## config.mk

```make
export PLATFORM = sky130hd
export DESIGN_NAME = control_unit
export DESIGN_NICKNAME = d
export VERILOG_FILES = /design/src/rtl/control_unit.sv
export SDC_FILE = /design/constraint.sdc
export NUM_CORES = 1
export LEC_CHECK = 0
export CAP_MARGIN = 20
export CORE_MARGIN = 2
export CORE_UTILIZATION = 39
export CTS_CLUSTER_DIAMETER = 30
export DETAILED_ROUTE_END_ITERATION = 10
export PLACE_DENSITY = 0.86
export SLEW_MARGIN = 20
export SYNTH_ARGS = -nofsm -noshare
export SYNTH_HDL_FRONTEND = slang
export SYNTH_SLANG_ARGS = --single-unit
```

## constraint.sdc

```tcl
create_clock -name clk -period 4 [get_ports clk]
set_input_delay 0.4 -clock clk [delete_from_list [all_inputs] [get_ports clk]]
set_output_delay 0.4 -clock clk [all_outputs]
set_load 0.05 [all_outputs]
```

## src/rtl/control_unit.sv

```systemverilog
// Hardwired Moore controller that sequences the data_path through fetch,
// decode and execute for data-processing, LDR/STR(B) and B/BL instructions.
module control_unit #(
  parameter logic [4:0]  OP_ADD      = 5'b00100,
  parameter logic [4:0]  OP_SUB      = 5'b00010,
  parameter logic [4:0]  OP_PASSB    = 5'b01101,
  parameter logic [4:0]  OP_INC4     = 5'b10000,
  parameter int unsigned MOC_TIMEOUT = 16
) (
  input  logic        clk,
  input  logic        clr,
  input  logic [31:0] IR_OUT,
  input  logic        MOC,
  input  logic        Cond,
  output logic        SE,
  output logic        FR_ld,
  output logic        RF_ld,
  output logic        IR_ld,
  output logic        MAR_ld,
  output logic        MDR_ld,
  output logic        R_W,
  output logic        MOV,
  output logic        C_in,
  output logic        MD,
  output logic        ME,
  output logic [1:0]  size,
  output logic [1:0]  MA,
  output logic [1:0]  MB,
  output logic [2:0]  MC,
  output logic [4:0]  OP,
  output logic [3:0]  state,
  output logic        fault,
  output logic        undef
);

  typedef enum logic [3:0] {
    S_RST   = 4'd0,
    S_F0    = 4'd1,
    S_F1    = 4'd2,
    S_F2    = 4'd3,
    S_DEC   = 4'd4,
    S_DP    = 4'd5,
    S_LS0   = 4'd6,
    S_LD1   = 4'd7,
    S_LD2   = 4'd8,
    S_ST0   = 4'd9,
    S_ST1   = 4'd10,
    S_BR0   = 4'd11,
    S_BR1   = 4'd12,
    S_FAULT = 4'd15
  } state_t;

  localparam int unsigned CW = $clog2(MOC_TIMEOUT + 1);
  localparam logic [CW-1:0] WAIT_LAST = CW'(MOC_TIMEOUT - 1);
  localparam logic [1:0] SZ_WORD = 2'b10;
  localparam logic [1:0] SZ_BYTE = 2'b00;

  state_t        cur, nxt;
  logic [CW-1:0] wait_cnt;
  logic          undef_q;
  logic          undef_set;

  logic [2:0] ir_class;
  logic [3:0] ir_opc;
  logic       dp_ok, ls_ok, br_ok;
  logic       wait_state, timeout;
  logic [1:0] ls_size;
  logic       unused_ir;

  assign ir_class   = IR_OUT[27:25];
  assign ir_opc     = IR_OUT[24:21];
  assign dp_ok      = (ir_class == 3'b000 || ir_class == 3'b001) &&
                      !(ir_opc inside {4'd5, 4'd6, 4'd7});
  assign ls_ok      = (ir_class == 3'b010) && IR_OUT[24] && !IR_OUT[21];
  assign br_ok      = (ir_class == 3'b101);
  assign ls_size    = IR_OUT[22] ? SZ_BYTE : SZ_WORD;
  assign wait_state = (cur == S_F2) || (cur == S_LD1) || (cur == S_ST1);
  assign timeout    = wait_state && !MOC && (wait_cnt == WAIT_LAST);
  assign undef_set  = (cur == S_DEC) && Cond && !(dp_ok || ls_ok || br_ok);
  assign unused_ir  = ^{IR_OUT[31:28], IR_OUT[19:0]};

  assign state = cur;
  assign undef = undef_q;

  // State register, MOC wait counter and the registered undef pulse.
  // undef is registered so Cond never reaches an output combinationally;
  // it is visible during the F0 cycle that follows the skipping DEC.
  always_ff @(posedge clk) begin
    if (clr) begin
      cur      <= S_RST;
      wait_cnt <= '0;
      undef_q  <= 1'b0;
    end else begin
      cur     <= nxt;
      undef_q <= undef_set;
      if (wait_state && nxt == cur)
        wait_cnt <= wait_cnt + 1'b1;
      else
        wait_cnt <= '0;
    end
  end

  // Next-state selection.
  always_comb begin
    nxt = cur;
    case (cur)
      S_RST: nxt = S_F0;
      S_F0:  nxt = S_F1;
      S_F1:  nxt = S_F2;
      S_F2: begin
        if (MOC)          nxt = S_DEC;
        else if (timeout) nxt = S_FAULT;
      end
      S_DEC: begin
        if (!Cond)      nxt = S_F0;
        else if (dp_ok) nxt = S_DP;
        else if (ls_ok) nxt = S_LS0;
        else if (br_ok) nxt = IR_OUT[24] ? S_BR0 : S_BR1;
        else            nxt = S_F0;
      end
      S_DP:  nxt = S_F0;
      S_LS0: nxt = IR_OUT[20] ? S_LD1 : S_ST0;
      S_LD1: begin
        if (MOC)          nxt = S_LD2;
        else if (timeout) nxt = S_FAULT;
      end
      S_LD2: nxt = S_F0;
      S_ST0: nxt = S_ST1;
      S_ST1: begin
        if (MOC)          nxt = S_F0;
        else if (timeout) nxt = S_FAULT;
      end
      S_BR0:   nxt = S_BR1;
      S_BR1:   nxt = S_F0;
      S_FAULT: nxt = S_FAULT;
      default: nxt = S_RST;
    endcase
  end

  // Moore output decode from the registered state and IR.
  always_comb begin
    SE     = 1'b0;
    FR_ld  = 1'b0;
    RF_ld  = 1'b0;
    IR_ld  = 1'b0;
    MAR_ld = 1'b0;
    MDR_ld = 1'b0;
    R_W    = 1'b0;
    MOV    = 1'b0;
    C_in   = 1'b0;
    MD     = 1'b0;
    ME     = 1'b0;
    size   = '0;
    MA     = '0;
    MB     = '0;
    MC     = '0;
    OP     = '0;
    fault  = 1'b0;
    case (cur)
      S_F0: begin
        MA = 2'd2; MB = 2'd3; MD = 1'b1; OP = OP_ADD; MAR_ld = 1'b1;
      end
      S_F1: begin
        MA = 2'd2; MD = 1'b1; OP = OP_INC4; MC = 3'd1; RF_ld = 1'b1;
        MOV = 1'b1; R_W = 1'b1; size = SZ_WORD;
      end
      S_F2: begin
        MOV = 1'b1; R_W = 1'b1; size = SZ_WORD; IR_ld = 1'b1;
      end
      S_DP: begin
        MB    = 2'd1;
        FR_ld = IR_OUT[20];
        RF_ld = (ir_opc[3:2] != 2'b10);
      end
      S_LS0: begin
        MB = 2'd1; MD = 1'b1; MAR_ld = 1'b1;
        OP = IR_OUT[23] ? OP_ADD : OP_SUB;
      end
      S_LD1: begin
        MOV = 1'b1; R_W = 1'b1; MDR_ld = 1'b1; size = ls_size;
      end
      S_LD2: begin
        MB = 2'd2; MD = 1'b1; OP = OP_PASSB; RF_ld = 1'b1;
      end
      S_ST0: begin
        MA = 2'd1; MB = 2'd3; MD = 1'b1; OP = OP_ADD; ME = 1'b1; MDR_ld = 1'b1;
      end
      S_ST1: begin
        MOV = 1'b1; size = ls_size;
      end
      S_BR0: begin
        MA = 2'd2; MB = 2'd3; MD = 1'b1; OP = OP_ADD; MC = 3'd4; RF_ld = 1'b1;
      end
      S_BR1: begin
        MA = 2'd2; MB = 2'd1; MD = 1'b1; OP = OP_ADD; MC = 3'd1; RF_ld = 1'b1;
      end
      S_FAULT: fault = 1'b1;
      default: ;
    endcase
  end

endmodule

```

; Word level (Yosys, flattened, before mapping)
; Cells that the tools add are included.
[word_totals]
regBits = 10
wordCells = 90
[op_classes]
n_addsub = 1
eq_ne = 22
muxes = 28
n_bitwise = 1
reduce_logical = 35
[ops]
columns = operator, n
row1 = one-hot mux 4 bit (11 select lines), 1
row2 = 2-to-1 mux 4 bit, 9
row3 = "== test 4 x 3 -> 1 bit, second input constant", 7
row4 = "== test 4 bit, second input constant", 6
row5 = one-hot mux 5 bit (4 select lines), 1
row6 = OR reduction 4 bit, 5
row7 = OR reduction 2 bit, 6
row8 = 2-to-1 mux 1 bit, 9
row9 = OR reduction 3 bit, 3
row10 = "== test 4 x 2 -> 1 bit, second input constant", 2
row11 = logical AND 1 bit, 8
row12 = one-hot mux 2 bit (2 select lines), 2
row13 = OR reduction 7 bit, 1
row14 = 2-to-1 mux 3 bit, 2
row15 = one-hot mux 2 bit (3 select lines), 1
row16 = one-hot mux 3 bit (2 select lines), 1
row17 = "adder 5 x 1 -> 5 bit, second input constant", 1
row18 = "== test 5 x 4 -> 1 bit, second input constant", 1
row19 = logical OR 1 bit, 5
row20 = "== test 4 x 1 -> 1 bit, second input constant", 1
row21 = == test 4 bit, 1
row22 = logical NOT 1 bit, 4
row23 = logical NOT 4 bit, 1
row24 = "== test 3 x 1 -> 1 bit, second input constant", 1
row25 = 8 further kinds, 8

; Logic depth before layout (Yosys ltp)
; Gate-level depths: netlist (run 1).
[logic_depth]
ltp_word = 12
mapped_depth = 8

; Least setup slack after synthesis (run 1)
; Ideal clock, no wire load.
[synth_timing]
path_kind = reg-to-output
startpoint = register cur[0] (netlist: state[0])
endpoint = output RF_ld
t_arrival_ns = 2.688
required_time_ns = 3.600
path_slack_ns = 0.912
path_stages_with_launch = 6
n_path_buf = 3
cell_sequence = dfxtp_1 buf_6 clkbuf_1 clkbuf_1 nor2_1 o32ai_1
[synth_between]
elab_chain_cells = 3
[synth_lines]
columns = element, line
row1 = from (decl), 58  ; state_t cur, nxt;
row2 = from (signal assigned), 94  ; cur <= nxt;
row3 = == test 4 bit or == test 4 x 2 -> 1 bit (tied branches), 159  ; case (cur)
row4 = OR reduction 4 bit (no line), -
row5 = one-hot mux 1 bit (2 select lines) (*), 159
row6 = to (decl), 17  ; output logic RF_ld,
; Mark *: on every way between the ends. The rest lies on a longest branch, timed or not.

; Final worst setup path (run 1)
[layout_timing]
startpoint = register cur[3] (netlist: state[3])
endpoint = output OP[2]
[layout_between]
elab_chain_cells = 3
[layout_lines]
columns = element, line
row1 = == test 4 bit or == test 4 x 1 -> 1 bit (tied branches), 159
row2 = OR reduction 4 bit (no line), -
row3 = one-hot mux 5 bit (4 select lines) (*), 159
row4 = to (decl), 30  ; output logic [4:0] OP,
; Marks and branches as above.

==> summary.md, run 1 <==
| Metric | Value |
|---|---|
| Initial core utilization | 41.41% |
| Post-Synth Simple-Gate Area | 39.02% |
| Clock Skews | 2.094 ps |
| Largest cells by area after synthesis | dfxtp_1 (20%), nor2_1 (9.1%), nor2b_1 (6.1%) |
| Post-synth top area cell | dfxtp_1 |
| Initial DRC count | 32 |
| Storage cell area | 200.2 µm² |
| Post-synth top flop | dfxtp_1 |
| Fin nets | 222 |
| Port bufs | 38 |
| FF+latch count, synth | 10 |
| Total CTS buffers | 3 |
| Leak pwr | 0.5016 nW |
| Initial antenna violation count | 0 |
| Yosys top cell area share | 19.51% |
| DRC viols | 0 |
| DP Area | 1365 µm² |
| Worst VDD drop | 204.7 µV |
| Power Density | 288.0 nW/µm² |
| Hold endpoint | wait_cnt[0] |
| DIE HEIGHT | 55.29 µm |
| GPL Wtd Cong | 0.8377 |
| N_diodes | 0 |
| Finished Layout Cells | 213 |
| Clk Latency, worst-skew pair | 270 ps |
| Final core utilization | 56.57% |
| Worst EP arrival | 2870 ps |
| First-pass GRT wire length | 4291 µm |
| Compound-cell area share of the yosys netlist | 22.80% |
| Die ar. | 3057 µm² |
| GR Overflow Total | 0 |
| Mapped Area | 1026 µm² |
| Area Growth Syn to Fin | 36.58% |
| Vias | 1197 |
| Post-CTS Setup Bufs | 0 |
| Dpl cells | 209 |
| FF-to-FF End | wait_cnt[2] |
| Largest family of logic cells by synthesized area | simple AND/OR/NAND/NOR gates |
| Post-DP HPWL | 2095 µm |
| RSZ-0062 raised after global routing | false |
| Io pins | 67 |
| Rows | 18 |
| Fmax | 0.3060 GHz |
| Max-slew violations | 0 |
| Area of the multi-input gates | 728.2 µm² |
| Multiplexer share of the synthesized area | 1.951% |
| Hold Violations, Final | 0 |
| CTS tree | built |
| Critical Path RT | 3600 ps |
| Async set-reset flop share out of synthesis | 0% |
| Wire per inst | 13.34 µm |
| Fill count | 241 |
| Post-synth EDFFs | 0 |
| PnR worst setup slack | 731.7 ps |
| CTS hold repair buffers | 0 |
| First-pass DRT Iterations | 5 |
| Worst rel slew slack | 41.45% |
| Max clock buf depth | 2 |
| Clock Sinks | 10 |
| Post-Synth XOR/XNOR Area | 3.293% |
| Post-synthesis adder-cell area fraction | 2.439% |
| Clock-pin slew on the worst setup and hold paths | 70 ps |
| Maximum capacitance violations | 0 |
| Ys Warns | 0 |
| Seq/Total Area, Yosys | 19.51% |
| Design area | 1401 µm² |
| R2r setup slk | 1660 ps |
| Worst Tran Pin Value | 877.0 ps |
| Hold Slack | 497.5 ps |
| Core area | 2477 µm² |
| DIE WIDTH | 55.29 µm |
| Syn_area_per_cell | 6.662 µm² |
| Tot GR Track Use | 17.48% |
| Mapped Cells | 154 |
| Crit Path Max Fanout | 22 |
| Crit path time final | 3268 ps |
| Share of layout cells above drive strength 1 | 3.279% |
| Synth cell types | 42 |
| Min-Delay Path Class | reg -> reg |
| Pin count of the biggest net entering global routing | 30 |
| Status | completed |
| Critical path type | reg -> out |
| Worst reg2reg startpoint | state[2] |
| Fin crit share | 81.71% |
| Reg2Reg Depth | 5 |
| CTS root buf | clkbuf_4 |
| Startpoint types | register |
| Post-DRT Antenna Nets | 0 |
| Post-CTS sizing | 0 |
| Htree depth | 1 |
| Vias in the first global route | 963 |
| Hold Path Stages | 1 |
| Setup Viol. Count Final | 0 |
| Power Total | 0.4036 mW |
| Endpoint class of the critical path | output port |
| Pre-CTS setup slack | 1094 ps |
| Via-to-Cell Ratio | 5.620 |
| Drt total wl | 2841 µm |
| Hold wc startpoint | wait_cnt[0] |
| Setup tns final | 0 ps |
[synth_stat cells (2+ instances only)]
cell and number:
nand2b_1 9, o211ai_1 2, mux2i_1 2, o2111ai_1 2
nand3_1 3, nor3b_1 2, and3_1 2, buf_1 2
dfxtp_1 10, clkbuf_1 7, buf_4 6, inv_1 5
nor2_1 25, nor3_1 7, a21oi_1 7, nand2_1 14
nor2b_1 10, o21ai_0 12, ha_1 2, a31oi_1 3
[layout by cell type (no fill, tap or decap), types with 2 or more instances in the layout]
cell	n
nand2b_1	9
nor2b_1	10
nand3_1	3
clkdlybuf4s50_1	38
ha_1	2
o211ai_1	2
inv_1	5
and3_1	2
mux2i_1	2
o21ai_0	12
conb_1	4
clkbuf_4	3
nor3_1	7
a31oi_1	3
nor2_1	25
nand2_1	14
o2111ai_1	2
nor3b_1	2
a21oi_1	7
dfxtp_1	10
[report_power, final]
part	switching, mW	internal [mW]
Sequential	0.0164	0.102
Combinational	0.126	0.0669
Clock	0.0368	0.0553
[cell families after synthesis]
family,after synthesis
other,1
AND/OR/NAND/NOR,79
adder cells (fa/ha/maj),2
XOR/XNOR,3
multiplexers,2
AO/OA/AOI/OAI,36
flip-flops,10
buffers and inverters,21
[sequential cells by signal (all words and copies together), names as in the netlist]
signal / count
wait_cnt: 5
undef: 1
state: 4
[critical path, stage by stage (launching register included)]
cell             delay [ps]
dfxtp_1                 770
inv_1                   310
nor2_1                  390
a31oi_1                 110
o22ai_1                 190
clkdlybuf4s50_1         820
[layer usage]
| metal | track usage [%] | share of wire (%) | vias to the layer above |
|---|---|---|---|
| met1 | 21.84 | 44 | 560 |
| met5 | 0 | 0 | - |
| met2 | 29.25 | 49 | 49 |
| met4 | 9.756 | 1.1 | 0 |
| li1 | - | - | 584 |
| met3 | 1.639 | 5.1 | 4 |
[area by class of cell]
class	count	share of cell area [%]
Multi-Input combinational cell	126	51.96
Timing Repair Buffer	38	27.14
Sequential cell	10	14.29
Tap cell	30	2.679
Clock buffer	4	2.589
Inverter	5	1.339
[how the worst max path moves through the flow]
stage              from  endpoint  cells past startpoint
2_1_floorplan  state[0]     RF_ld                      5
3_3_place_gp   state[3]     OP[2]                      5
3_5_place_dp   state[3]     OP[2]                      5
4_1_cts        state[3]     OP[2]                      5
5_1_grt        state[3]     OP[2]                      5
6_report       state[3]     OP[2]                      5
No activity file was read; power rests on OpenSTA's default activity.
==> run 2, diff against run 1 <==
Settings changed: CORE_UTILIZATION 39 to 33, PLACE_DENSITY 0.86 to 0.77.
Clock period 4 ns to 2.74 ns, I/O delays scaled along.
==> summary.md, run 2 (synthesis gave the netlist of run 1 again) <==
| Metric | Value |
|---|---|
| Dpl cells | 219 |
| Max reg flops | 5 |
| Pin count of the biggest net entering global routing | 20 |
| Endpoint class of the critical path | output port |
| Hold Slack | 468.0 ps |
| Initial antenna violation count | 0 |
| Hold Violations, Final | 0 |
| Post-CTS sizing | 0 |
| Port bufs | 38 |
| Worst reg2reg startpoint | state[0] |
| Slowest-stage cell, CP | clkdlybuf4s50_1 |
| Most common cell after layout, fill and taps aside | clkdlybuf4s50_1 |
| Htree depth | 1 |
| Hold wc startpoint | wait_cnt[0] |
| Startpoint types | register |
| Vias in the first global route | 1006 |
| Wire per inst | 12.06 µm |
| Fin crit share | 88.75% |
| Initial DRC count | 56 |
| Initial core utilization | 34.17% |
| Clk Latency, worst-skew pair | 260 ps |
| Fin nets | 229 |
| Critical-path cell list | buf_4 -> nand2b_1 -> nor3_1 -> clkdlybuf4s50_1 |
| RSZ-0062 raised after global routing | false |
| First-pass DRT Iterations | 4 |
| Die ar. | 3571 µm² |
| Net Sw Power | 0.2581 mW |
| Worst EP arrival | 2160 ps |
| DIE HEIGHT | 59.76 µm |
| Critical path type | reg -> out |
| Via-to-Cell Ratio | 5.300 |
| Post-CTS Setup Bufs | 0 |
| Largest Register | wait_cnt |
| Clock Sinks | 10 |
| N_diodes | 0 |
| Worst Tran Pin Value | 584.0 ps |
| Crit path time final | 2432 ps |
| Clock Skews | 0.7873 ps |
| Fmax | 0.4112 GHz |
| CTS hold repair buffers | 0 |
| Area of the multi-input gates | 735.7 µm² |
| Worst rel slew slack | 61.01% |
| Leak pwr | 0.5574 nW |
| Crit Path Max Fanout | 18 |
| Storage cell area | 200.2 µm² |
| Tot GR Track Use | 15.15% |
| Switching Share | 43.87% |
| Final core utilization | 47.88% |
| GR Overflow Total | 0 |
| PnR worst setup slack | 308.1 ps |
| Critical Path RT | 2470 ps |
| Cell family with most CP delay | buffers and inverters |
| Setup Viol. Count Final | 0 |
| DRC viols | 0 |
| Io pins | 67 |
| DIE WIDTH | 59.76 µm |
| Post-DP HPWL | 2068 µm |
| Post-DRT Antenna Nets | 0 |
| Clock-pin slew on the worst setup and hold paths | 60 ps |
| Vias | 1182 |
| Combinational group share of total power | 49.5% |
| Max-slew violations | 0 |
| Total CTS buffers | 3 |
| Worst VDD drop | 281.4 µV |
| Internal power | 0.3302 mW |
| Share of layout cells above drive strength 1 | 13.16% |
| Fill count | 307 |
| Finished Layout Cells | 223 |
| CTS tree | built |
| Max clock buf depth | 2 |
| CTS root buf | clkbuf_4 |
| Core area | 3003 µm² |
| First-pass GRT wire length | 4353 µm |
| Rows | 20 |
| Flop pwr share | 28.3% |
| Most frequent cells in the layout | clkdlybuf4s50_1 (27), nor2_1 (25), buf_4 (18), nand2_1 (14) |
| Status | completed |
| Pre-CTS setup slack | 579.6 ps |
| Crit path launch | state[0] |
| Drt total wl | 2689 µm |
| Worst path max stage delay | 830 ps |
| Clock share of power | 22.2% |
| Min-Delay Path Class | reg -> reg |
| Power Density | 409.2 nW/µm² |
| Bufs and invs on worst path | 2 |
| Area Growth Syn to Fin | 40.12% |
| Maximum capacitance violations | 0 |
| GPL Wtd Cong | 0.8893 |
-- run 2: area by class of cell --
class / instances / area share [%]
multi-input cells: 126 / 51.17
inverters: 5 / 1.305
flip-flops and latches: 10 / 13.93
well taps: 33 / 2.872
clock buffers: 4 / 2.524
repair buffers: 45 / 28.20
-- run 2: worst paths after layout --
path | end | slack [ps] | cells after the start
worst min-delay path | wait_cnt[0] | 470 | 1
worst min register to register | wait_cnt[0] | 470 | 1
worst max-delay path | OP[4] | 310 | 4
worst max register to register | wait_cnt[1] | 660 | 6
-- run 2: power by group through the flow --
stage / clock [mW] / sequential [mW] / combinational [mW]
after floorplan: 0 / 0.170 / 0.206
after global placement: 0 / 0.169 / 0.292
after detailed placement: 0 / 0.169 / 0.291
after CTS: 0.134 / 0.166 / 0.292
after global routing: 0.140 / 0.168 / 0.310
final: 0.131 / 0.166 / 0.291
-- run 2: through the flow --
step	cell area, µm²	total power, mW	setup TNS [ps]
global placement	1401	0.4610	0
floorplan	1045	0.3756	-162.3
global route	1438	0.6188	0
finish	1438	0.5882	0
CTS	1438	0.5920	0
detailed placement	1401	0.4606	0
-- run 2: worst register-to-register path: stages, from the launching register on --
cell and delay, ps:
dfxtp_1 620, buf_4 270, nor2b_1 390, o21ai_0 140
o21ai_0 100, nand4b_1 240, nor3b_1 250
-- run 2: routing by layer --
metal  GRT usage [%]  share of wire [%]
met1           22.03                 48
met2           23.29                 45
met3           2.381                6.7
met5               0                  0
met4           3.492               0.71
==> run 3, diff against run 2 <==
--- a/config.mk
+++ b/config.mk
@@ -7,8 +7,9 @@
 export LEC_CHECK = 0
+export ABC_AREA = 1
 export CAP_MARGIN = 20
 export CORE_MARGIN = 2
-export CORE_UTILIZATION = 33
+export CORE_UTILIZATION = 32
 export CTS_CLUSTER_DIAMETER = 30
 export DETAILED_ROUTE_END_ITERATION = 10
-export PLACE_DENSITY = 0.77
+export PLACE_DENSITY = 0.76
 export SLEW_MARGIN = 20
--- a/constraint.sdc
+++ b/constraint.sdc
@@ -3,2 +3,2 @@
 set_output_delay 0.274 -clock clk [all_outputs]
-set_load 0.05 [all_outputs]
+set_load 0.1 [all_outputs]
==> summary.md, run 3 <==
| Metric | Value |
|---|---|
| Status | completed |
| Crit Path Max Fanout | 8 |
| Storage cell area | 212.7 µm² |
| Post-synth top flop | dfxtp_1 |
| Max reg flops | 5 |
| Yosys top cell area share | 20.08% |
| Endpoint class of the critical path | output port |
| Core area | 3003 µm² |
| N_diodes | 0 |
| Htree depth | 1 |
| Post-synth top area cell | dfxtp_1 |
| DIE HEIGHT | 59.83 µm |
| Worst VDD drop | 365.2 µV |
| Wire per inst | 10.37 µm |
| Syn_area_per_cell | 6.007 µm² |
| Total CTS buffers | 3 |
| Max-slew violations | 0 |
| Initial DRC count | 33 |
| Initial core utilization | 33.21% |
| Post-CTS sizing | 0 |
| First-pass DRT Iterations | 4 |
| Post-DP HPWL | 2074 µm |
| Share of layout cells above drive strength 1 | 34.63% |
| Area Growth Syn to Fin | 41.78% |
| Dpl cells | 234 |
| Vias | 1106 |
| Rows | 20 |
| Post-synth EDFFs | 0 |
| Most common cell after layout, fill and taps aside | nand2_1 |
| Worst Tran Pin Value | 500.4 ps |
| Internal power | 0.3767 mW |
| Critical path type | reg -> out |
| Synth cell types | 28 |
| Fin crit share | 74.95% |
| Worst reg2reg startpoint | wait_cnt[0] |
| Setup Viol. Count Final | 0 |
| Crit path time final | 2054 ps |
| Tot GR Track Use | 14.85% |
| Worst EP arrival | 1780 ps |
| Pin count of the biggest net entering global routing | 9 |
| Worst rel slew slack | 66.39% |
| Vias in the first global route | 984 |
| Switching Share | 66.51% |
| Clock-pin slew on the worst setup and hold paths | 60 ps |
| Flop pwr share | 15.7% |
| Fill count | 332 |
| DRC viols | 0 |
| Most frequent cells in the layout | nand2_1 (38), buf_4 (27), inv_1 (25), nor2_1 (18), clkdlybuf4s50_1 (11) |
| GR Overflow Total | 0 |
| Reg2Reg Depth | 9 |
| FF+latch count, synth | 10 |
| R2r setup slk | 940 ps |
| Port bufs | 38 |
| Drt total wl | 2467 µm |
| RSZ-0062 raised after global routing | false |
| Final core utilization | 47.08% |
| Hold wc startpoint | wait_cnt[0] |
| Mapped Area | 997.2 µm² |
| Async set-reset flop share out of synthesis | 0% |
| Via-to-Cell Ratio | 4.647 |
| GPL Wtd Cong | 0.8502 |
| Ys Warns | 0 |
| Combinational group share of total power | 75.0% |
| CTS hold repair buffers | 0 |
| CTS tree | built |
| DP Area | 1388 µm² |
| Fmax | 0.4869 GHz |
| CTS root buf | clkbuf_4 |
| Startpoint types | register |
| Area of the multi-input gates | 695.7 µm² |
| Initial antenna violation count | 0 |
| Hold endpoint | wait_cnt[0] |
| Largest cells by area after synthesis | dfxtp_1 (20%), nand2_1 (15%), inv_1 (9.8%) |
| Power Density | 795.5 nW/µm² |
| First-pass GRT wire length | 4112 µm |
| Die ar. | 3579 µm² |
| Clock Skews | 6.857 ps |
| Largest Register | wait_cnt |
| Net Sw Power | 0.7480 mW |
| Hold Path Stages | 1 |
| Min-Delay Path Class | reg -> reg |
| Leak pwr | 0.7631 nW |
| FF-to-FF End | wait_cnt[3] |
| Maximum capacitance violations | 0 |
| Finished Layout Cells | 238 |
| Power Total | 1.125 mW |
| Most common cell in the netlist | nand2_1 |
| Mapped Cells | 166 |
| Clock Sinks | 10 |
| Max clock buf depth | 2 |
| Seq/Total Area, Yosys | 20.08% |
| Hold Violations, Final | 0 |
| Design area | 1414 µm² |
| Clk Latency, worst-skew pair | 260 ps |
| Post-DRT Antenna Nets | 0 |
| Post-CTS Setup Bufs | 0 |
| Top cells by count, synth | nand2_1 (40), inv_1 (26), nor2_1 (22) |
| Io pins | 67 |
| Clock share of power | 9.2% |
| DIE WIDTH | 59.83 µm |
| Critical Path RT | 2470 ps |
| Fin nets | 244 |
## run 3: how the worst max path moves through the flow
stage	from	slack [ps]	endpoint
2_1_floorplan	state[1]	-680	OP[2]
3_3_place_gp	wait_cnt[0]	960	wait_cnt[3]
3_5_place_dp	wait_cnt[0]	950	wait_cnt[2]
4_1_cts	state[0]	670	MD
5_1_grt	state[0]	570	MD
6_report	state[0]	690	MD
## run 3: power groups by stage
stage | Clock, mW | Sequential (mW) | Combinational (mW)
final | 0.104 | 0.177 | 0.844
after floorplan | 0 | 0.240 | 0.633
after global routing | 0.118 | 0.179 | 0.880
after CTS | 0.110 | 0.177 | 0.847
after global placement | 0 | 0.180 | 0.843
after detailed placement | 0 | 0.180 | 0.846
## run 3: critical path: stages, from the launching register on
cell,delay (ps)
dfxtp_4,370
nor2_1,130
inv_1,110
nor3_1,410
nor2_4,100
nand4_1,100
buf_4,290
## run 3: kinds of logic (layout without fill, tap and decap cells)
| logic type | Yosys count | after routing | share of synthesized area, % |
|---|---|---|---|
| simple gates | 102 | 102 | 52.20 |
| buf+inv | 37 | 73 | 16.19 |
| compound gates | 12 | 12 | 6.901 |
| flops | 10 | 10 | 20.08 |
| fa+ha+maj | 2 | 2 | 2.509 |
| xor+xnor | 2 | 2 | 1.757 |
| other cells | 1 | 4 | 0.3761 |
## run 3: routing by layer
metal	track usage [%]	up-vias	share of wire (%)
met2	25.78	30	48
met3	2.165	5	4.5
met5	0	-	0
met1	18.69	483	46
met4	4.762	0	1.5
li1	-	588	-
## run 3: per-stage QoR
stage / TNS [ps] / hold slack [ps] / setup slack, ps
2_1_floorplan: -695.1 / 346.4 / -675.8
3_3_place_gp: 0 / 459.0 / 959.9
3_5_place_dp: 0 / 460.9 / 951.8
4_1_cts: 0 / 473.9 / 668.4
5_1_grt: 0 / 501.5 / 567.6
6_report: 0 / 474.7 / 686.3
## run 3: cell type report
type | count | area share, %
multi-input cells | 122 | 49.20
repair buffers | 38 | 22.12
flip-flops and latches | 10 | 15.04
inverters | 31 | 8.850
well taps | 33 | 2.920
clock buffers | 4 | 1.858
